$ cat config.mk
export PLATFORM = sky130hd
export DESIGN_NAME = bcd_8421
export DESIGN_NICKNAME = d
export VERILOG_FILES = /design/src/rtl/bcd_8421_pkg.sv /design/src/rtl/bcd_8421_add3.sv /design/src/rtl/bcd_8421.sv
export SDC_FILE = /design/constraint.sdc
export NUM_CORES = 1
export LEC_CHECK = 0
export CELL_PAD_IN_SITES_DETAIL_PLACEMENT = 0
export CELL_PAD_IN_SITES_GLOBAL_PLACEMENT = 1
export CORE_MARGIN = 2
export CORE_UTILIZATION = 43
export DETAILED_ROUTE_END_ITERATION = 6
export PLACE_DENSITY_LB_ADDON = 0.1
export SYNTH_ARGS = -nofsm -noshare
export SYNTH_HDL_FRONTEND = slang
export SYNTH_SLANG_ARGS = --single-unit
$ cat constraint.sdc
create_clock -name clk -period 1.89 [get_ports clk]
set_clock_uncertainty 0.2 [all_clocks]
set_input_delay 0.378 -clock clk [delete_from_list [all_inputs] [get_ports clk]]
set_output_delay 0.378 -clock clk [all_outputs]
set_load 0.02 [all_outputs]
$ cat src/rtl/bcd_8421_pkg.sv
// Shared widths, limits and FSM encodings for the binary-to-BCD converter.
package bcd_8421_pkg;

    localparam int unsigned NUM_W     = 27;
    localparam int unsigned DIGITS    = 8;
    localparam int unsigned BCD_W     = 4 * DIGITS;
    localparam int unsigned SHIFT_CNT = 27;
    localparam int unsigned CNT_W     = $clog2(SHIFT_CNT);

    localparam logic [NUM_W-1:0] MAX_VAL   = NUM_W'(99_999_999);
    localparam logic [BCD_W-1:0] ALL_NINES = BCD_W'(32'h9999_9999);

    localparam logic [1:0] ST_LOAD   = 2'd0;
    localparam logic [1:0] ST_SHIFT  = 2'd1;
    localparam logic [1:0] ST_UPDATE = 2'd2;

endpackage

$ cat src/rtl/bcd_8421_add3.sv
// Double-dabble digit correction: add 3 to any nibble of 5 or more.
module bcd_add3 (
    input  logic [3:0] value,
    output logic [3:0] adjusted_c
);

    assign adjusted_c = (value >= 4'd5) ? value + 4'd3 : value;

endmodule

$ cat src/rtl/bcd_8421.sv
// Free-running sequential binary-to-8-digit-BCD converter; one shift per clock, 29-cycle period.
module bcd_8421
    import bcd_8421_pkg::*;
(
    input  logic             clk,
    input  logic             rst,
    input  logic [NUM_W-1:0] num,
    output logic [3:0]       bit_0,
    output logic [3:0]       bit_1,
    output logic [3:0]       bit_2,
    output logic [3:0]       bit_3,
    output logic [3:0]       bit_4,
    output logic [3:0]       bit_5,
    output logic [3:0]       bit_6,
    output logic [3:0]       bit_7
);

    logic [1:0]       state;
    logic [1:0]       state_next;
    logic [NUM_W-1:0] sr;
    logic [BCD_W-1:0] acc;
    logic [BCD_W-1:0] acc_adj;
    logic [CNT_W-1:0] cnt;
    logic             sat;
    logic [BCD_W-1:0] digits;

    for (genvar i = 0; i < DIGITS; i++) begin : g_add3
        bcd_add3 u_add3 (
            .value      (acc[4*i +: 4]),
            .adjusted_c (acc_adj[4*i +: 4])
        );
    end

    always_ff @(posedge clk or negedge rst) begin
        if (!rst) begin
            state <= ST_LOAD;
        end else begin
            state <= state_next;
        end
    end

    always_comb begin
        state_next = state;
        case (state)
            ST_LOAD:   state_next = ST_SHIFT;
            ST_SHIFT:  if (cnt == CNT_W'(SHIFT_CNT - 1)) state_next = ST_UPDATE;
            ST_UPDATE: state_next = ST_LOAD;
            default:   state_next = ST_LOAD;
        endcase
    end

    // Out-of-range inputs are flagged at load since the 8-digit accumulator cannot hold them.
    always_ff @(posedge clk or negedge rst) begin
        if (!rst) begin
            sr     <= '0;
            acc    <= '0;
            cnt    <= '0;
            sat    <= 1'b0;
            digits <= '0;
        end else begin
            case (state)
                ST_LOAD: begin
                    sr  <= num;
                    acc <= '0;
                    cnt <= '0;
                    sat <= (num > MAX_VAL);
                end
                ST_SHIFT: begin
                    acc <= {acc_adj[BCD_W-2:0], sr[NUM_W-1]};
                    sr  <= {sr[NUM_W-2:0], 1'b0};
                    cnt <= cnt + CNT_W'(1);
                end
                ST_UPDATE: begin
                    digits <= sat ? ALL_NINES : acc;
                end
                default: begin
                    cnt <= '0;
                end
            endcase
        end
    end

    assign bit_0 = digits[3:0];
    assign bit_1 = digits[7:4];
    assign bit_2 = digits[11:8];
    assign bit_3 = digits[15:12];
    assign bit_4 = digits[19:16];
    assign bit_5 = digits[23:20];
    assign bit_6 = digits[27:24];
    assign bit_7 = digits[31:28];

endmodule

Word level (Yosys, flattened, before mapping)
Index checks and enable logic that the tools add are counted.
W data, S select, Z words.

storage, ports and cells
  logic and storage cells = 44
  input port bits = 29
  register bits = 99
  output and inout bits = 32

cells by class
  add/sub/neg operators = 9
  equal/unequal tests = 4
  reductions and logical operators = 2
  magnitude comparators = 9
  multiplexer cells = 14

operators by type and width
  operator                count
  $pmux W32 S2            1
  $pmux W27 S2            1
  $ge A4 B3 Y1 const B    8
  $mux W32                1
  $add A4 B2 Y4 const B   7
  $mux W4                 7
  $gt A27 B27 Y1 const B  1
  $pmux W5 S2             1
  $add A5 B1 Y5 const B   1
  $eq A5 B5 Y1 const B    1
  $pmux W2 S2             1
  $add A3 B2 Y3 const B   1
  $mux W3                 1
  $eq A2 B1 Y1 const B    1
  $eq A2 B2 Y1 const B    1
  $logic_not A2 Y1        1
  $mux W2                 1
  $ne A2 B2 Y1 const B    1
  $reduce_bool A2 Y1      1

Logic depth before layout (Yosys ltp)
  word-level depth = 3
  gate-level depth with buffers = 7
  gate-level depth less buffers = 6

Cells and area by module
Synthesis repeated with hierarchy kept, for this count alone.

unflattened totals
  cell total of the unflattened synthesis = 561
  area total of the unflattened synthesis = 5,072.4 um^2

by module, submodules not included
  module    times used  cells an instance  area each (um^2)  seq. area each (um^2)
  bcd_8421  1           433                4,261.6           2,477.4
  bcd_add3  8           16                 101.3             0.0

Worst setup path before layout
Ideal clock, no wire load.

  path kind = register to register
  start point = reg acc[12]
  end point = reg acc[14]
  library setup time = 83 ps
  cell stages (with the launch flop) = 7
  arrival = 1,397 ps
  required time = 1,607 ps
  path slack = 210 ps
  cells stage by stage = dfrtp_1 -> inv_1 -> ha_1 -> nand2b_1 -> a21oi_1 -> mux2_2 -> o21ai_0

on the way
  word-level cells in the longest chain between the ends = 3
  elaborated cells on any way between the ends = 4
  classes of those cells = 1 x add/sub; 1 x order compare; 2 x mux

ends and longest elaborated chain
  element                                               RTL line            source
  start: declaration                                    bcd_8421.sv:21      logic [BCD_W-1:0] acc;
  start signal: assignment                              bcd_8421.sv:69      acc <= {acc_adj[BCD_W-2:0], sr[NUM_W-1]};
  $add A4 B2 Y4 / $ge A4 B3 Y1 (equally long branches)  bcd_8421_add3.sv:7  assign adjusted_c = (value >= 4'd5) ? value + 4'd3 : value;
  $mux W4 *                                             bcd_8421_add3.sv:7
  $pmux W32 S2 *                                        bcd_8421.sv:61      case (state)

Every way passes the cells marked *; elsewhere a longest branch is shown, timed or not.
A chain may end at the register's enable or synchronous reset.

Worst setup path after layout
  start point = reg acc[4]
  end point = reg acc[6]

The elaborated chain is that of the path after synthesis.

==> results.toml <==
[status]
status = "finished clean"

[die]
die-width_microns = 110.6
die_area_sq_mm = 0.01223
initial_core_util_pct = 44.47
fp.coreArea_sq_mm = 0.01098
die_y_microns = 110.6
pin_count = 61
rows = 38

[logic_synthesis]
syn_inst = 494
syn-num-nets = 541
synth_area_sq_mm = 0.004885
synth_cell_types = 32
synth_seq_cells = 99
syn_area_per_cell_sq_um = 9.888
yosysSeqAreaShare_pct = 50.72
synth_warnings = 0

[worst_setup_path]
cp_data_arrival_time_ns = 1.86
required_ns = 1.95
reg2reg_depth = 6
reg2reg_setup_slack_ns = 0.09
r2r_start = "acc[4]$_DFFE_PN0P_"
crit_type = "reg -> reg"
end_kind = "flop"
worstReg2RegEnd = "acc[6]$_DFFE_PN0P_"
start_kind = "flop"
crit_fanout = 5

[placement]
hpwl_microns = 6792
placedCellCount = 683
gp_congestion = 0.7522
numPortBuffers = 60
place_ws_ns = -0.07953
placed_cell_area_sq_mm = 0.005650

[clocking]
cts.clk_slew.worst_paths_ns = 0.06
cts_root_buffer = "clkbuf_16"
ctsHtreeMaxLevel = 3
cts_tree = "yes"
numCtsBuffers = 9
clock_path_buffers = 2
clk_latency_ns = 0.34
cts_sinks = 99

[sta]
fin_ws_ns = 0.09077
final_max_slew_viol_count = 0
hold_viol = 0
slew_headroom_pct = 73.51
period_share_pct = 95.20
worstMarginPinSlew_ns = 0.3973
fin_crit_ns = 1.799
rsz0062_at_grt = "no"
finalSetupViolCount = 0
max_freq_ghz = 0.5558

[routing]
wire_per_inst_microns = 14.13
vias = 3526
via_per_inst = 5.023
top_layer = "met4"
drc = 0
firstDrtPassIters = 4
drtIter0Drc = 180
ant_nets = 0
routed_wl_microns = 9919
wl_met1_microns = 4889
wl_met3_microns = 316
dr_wl_met2_microns = 4555

[global_routing]
antenna_found_initial = 0
grt_pass1_wl_microns = 16750
grt_usage_pct = 16.66
grt_start_max_net_pins = 39
grt_pass1_vias = 3471
grt.overflow.total = 0

[power]
power_uw = 6620
peakVddDrop_mv = 0.6669
power_density_mw_per_mm2 = 1096
power_leakage_uw = 0.003073

[cells_and_area]
fin_nets = 604
final_area_sq_mm = 0.006042
drive_above_1_share_pct = 11.39
instances_no_fill = 702
n_fill_cell = 1012
syn_to_final_growth_pct = 23.69
antenna_cells = 0

[job]
maxCapViolCount = 0

[hold_path]
hold_class = "reg -> reg"
min_from = "digits[4]$_DFFE_PN0N_"
whs_endpoint = "digits[4]$_DFFE_PN0N_"
worstHoldPathCells = 2
where the power goes:
group | internal [uW] | switching, uW | total (uW)
Sequential | 2510 | 324 | 2840
Clock | 1130 | 770 | 1900
Combinational | 896 | 986 | 1880
Total | 4540 | 2080 | 6620
Yosys cell counts, drive strengths merged:
| cell | n | area, sq um |
|---|---|---|
| a211oi | 1 | 7.510 |
| a21oi | 10 | 72.57 |
| a22o | 1 | 8.760 |
| a2bb2oi | 1 | 8.760 |
| a31oi | 1 | 6.260 |
| buf | 20 | 151.4 |
| clkbuf | 10 | 37.54 |
| dfrtp | 99 | 2477 |
| ha | 18 | 225.2 |
| inv | 21 | 78.83 |
| mux2 | 8 | 90.09 |
| mux2i | 27 | 282.8 |
| nand2 | 94 | 352.8 |
| nand2b | 19 | 133.9 |
| nand3 | 2 | 10.01 |
| nand4 | 3 | 18.77 |
| nor2 | 19 | 71.32 |
| nor2b | 2 | 12.51 |
| nor3 | 7 | 35.03 |
| nor3b | 2 | 15.01 |
| o21ai | 86 | 430.4 |
| o22ai | 3 | 37.54 |
| o31ai | 23 | 172.7 |
| or4 | 1 | 7.510 |
| xnor2 | 10 | 87.58 |
| xor2 | 6 | 52.55 |
flip-flops by register name, summed over array words and instances (netlist names):
name,flops
acc,32
cnt,5
digits,32
sat,1
sr,27
state,2
worst max path at each step:
stage	startpoint	end	slack (ns)	cells past startpoint
after floorplan	acc[12]$_DFFE_PN0P_	acc[14]$_DFFE_PN0P_	0.21	6
after global placement	num[11]	sat$_DFFE_PN0P_	-0.01	4
after detailed placement	num[11]	sat$_DFFE_PN0P_	-0.08	4
after CTS	digits[25]$_DFFE_PN0N_	bit_6[1]	0.000008	1
after global routing	acc[1]$_DFFE_PN0P_	acc[2]$_DFFE_PN0P_	0.006	6
final	acc[4]$_DFFE_PN0P_	acc[6]$_DFFE_PN0P_	0.09	6
per-layer routing:
layer / global-route usage (%) / up-vias
li1: - / 1802
met1: 22.10 / 1647
met5: 0 / -
met4: 6.250 / 0
met2: 27.24 / 66
met3: 3.128 / 11
cells in the final DEF (no fill, tap or decap), drive strengths merged, types with 6 or more instances in the layout:
cell / instances
o21ai: 86
dlygate4sd2: 10
mux2: 8
nand2b: 19
a21oi: 10
clkdlybuf4s50: 27
mux2i: 27
dlymetal6s2s: 22
nor3: 7
xnor2: 10
nand2: 94
nor2: 19
xor2: 6
o31ai: 23
dfrtp: 99
ha: 18
buf: 22
clkbuf: 12
inv: 21
final cells by class:
class                           instances  area [sq um]  area share, %
Timing Repair Buffer                   82         845.8          14.00
Tap cell                              140         175.2          2.899
Inverter                               21         78.83          1.305
Multi-Input combinational cell        344          2150          35.58
Sequential cell                        99          2479          41.02
Clock buffer                           12         266.5          4.411
Clock inverter                          4         47.55         0.7869
logic make-up (layout without fill, tap and decap cells):
logic type                 Yosys count  count (layout)  share of synthesized area, %
and+or+nand+nor                    149             149                         13.45
AOI/OAI and AO/OA                  126             126                         15.24
DFF                                 99              99                         50.72
buffers and inverters               51             119                         5.482
muxes                               35              35                         7.633
adders and majority gates           18              18                         4.611
xor gates and xnor gates            16              16                         2.869
per-stage QoR:
step                      setup TNS, ns  hold slack, ns  utilization, %
after global placement         -0.01460          0.1318           51.45
after floorplan                       0         -0.1176               -
after detailed placement       -0.07953          0.1322           51.45
final                                 0          0.2747           55.01
after global routing                  0          0.3056           55.01
after CTS                             0          0.2846           54.28
timing repair:
action	4_1_cts	5_1_grt
setup endpoints to repair	10	26
setup buffers	0	2
endpoints found under the hold margin	25	0
resized for setup	10	27
pin swaps	0	2
hold buffers	1	0
worst max-delay path: stages (launching register included):
cell	delay [ns]
dfrtp_1	0.43
inv_1	0.11
ha_1	0.20
nand2b_1	0.08
a21oi_2	0.22
mux2_2	0.36
o21ai_1	0.11
(Power assumes the default switching activity.)
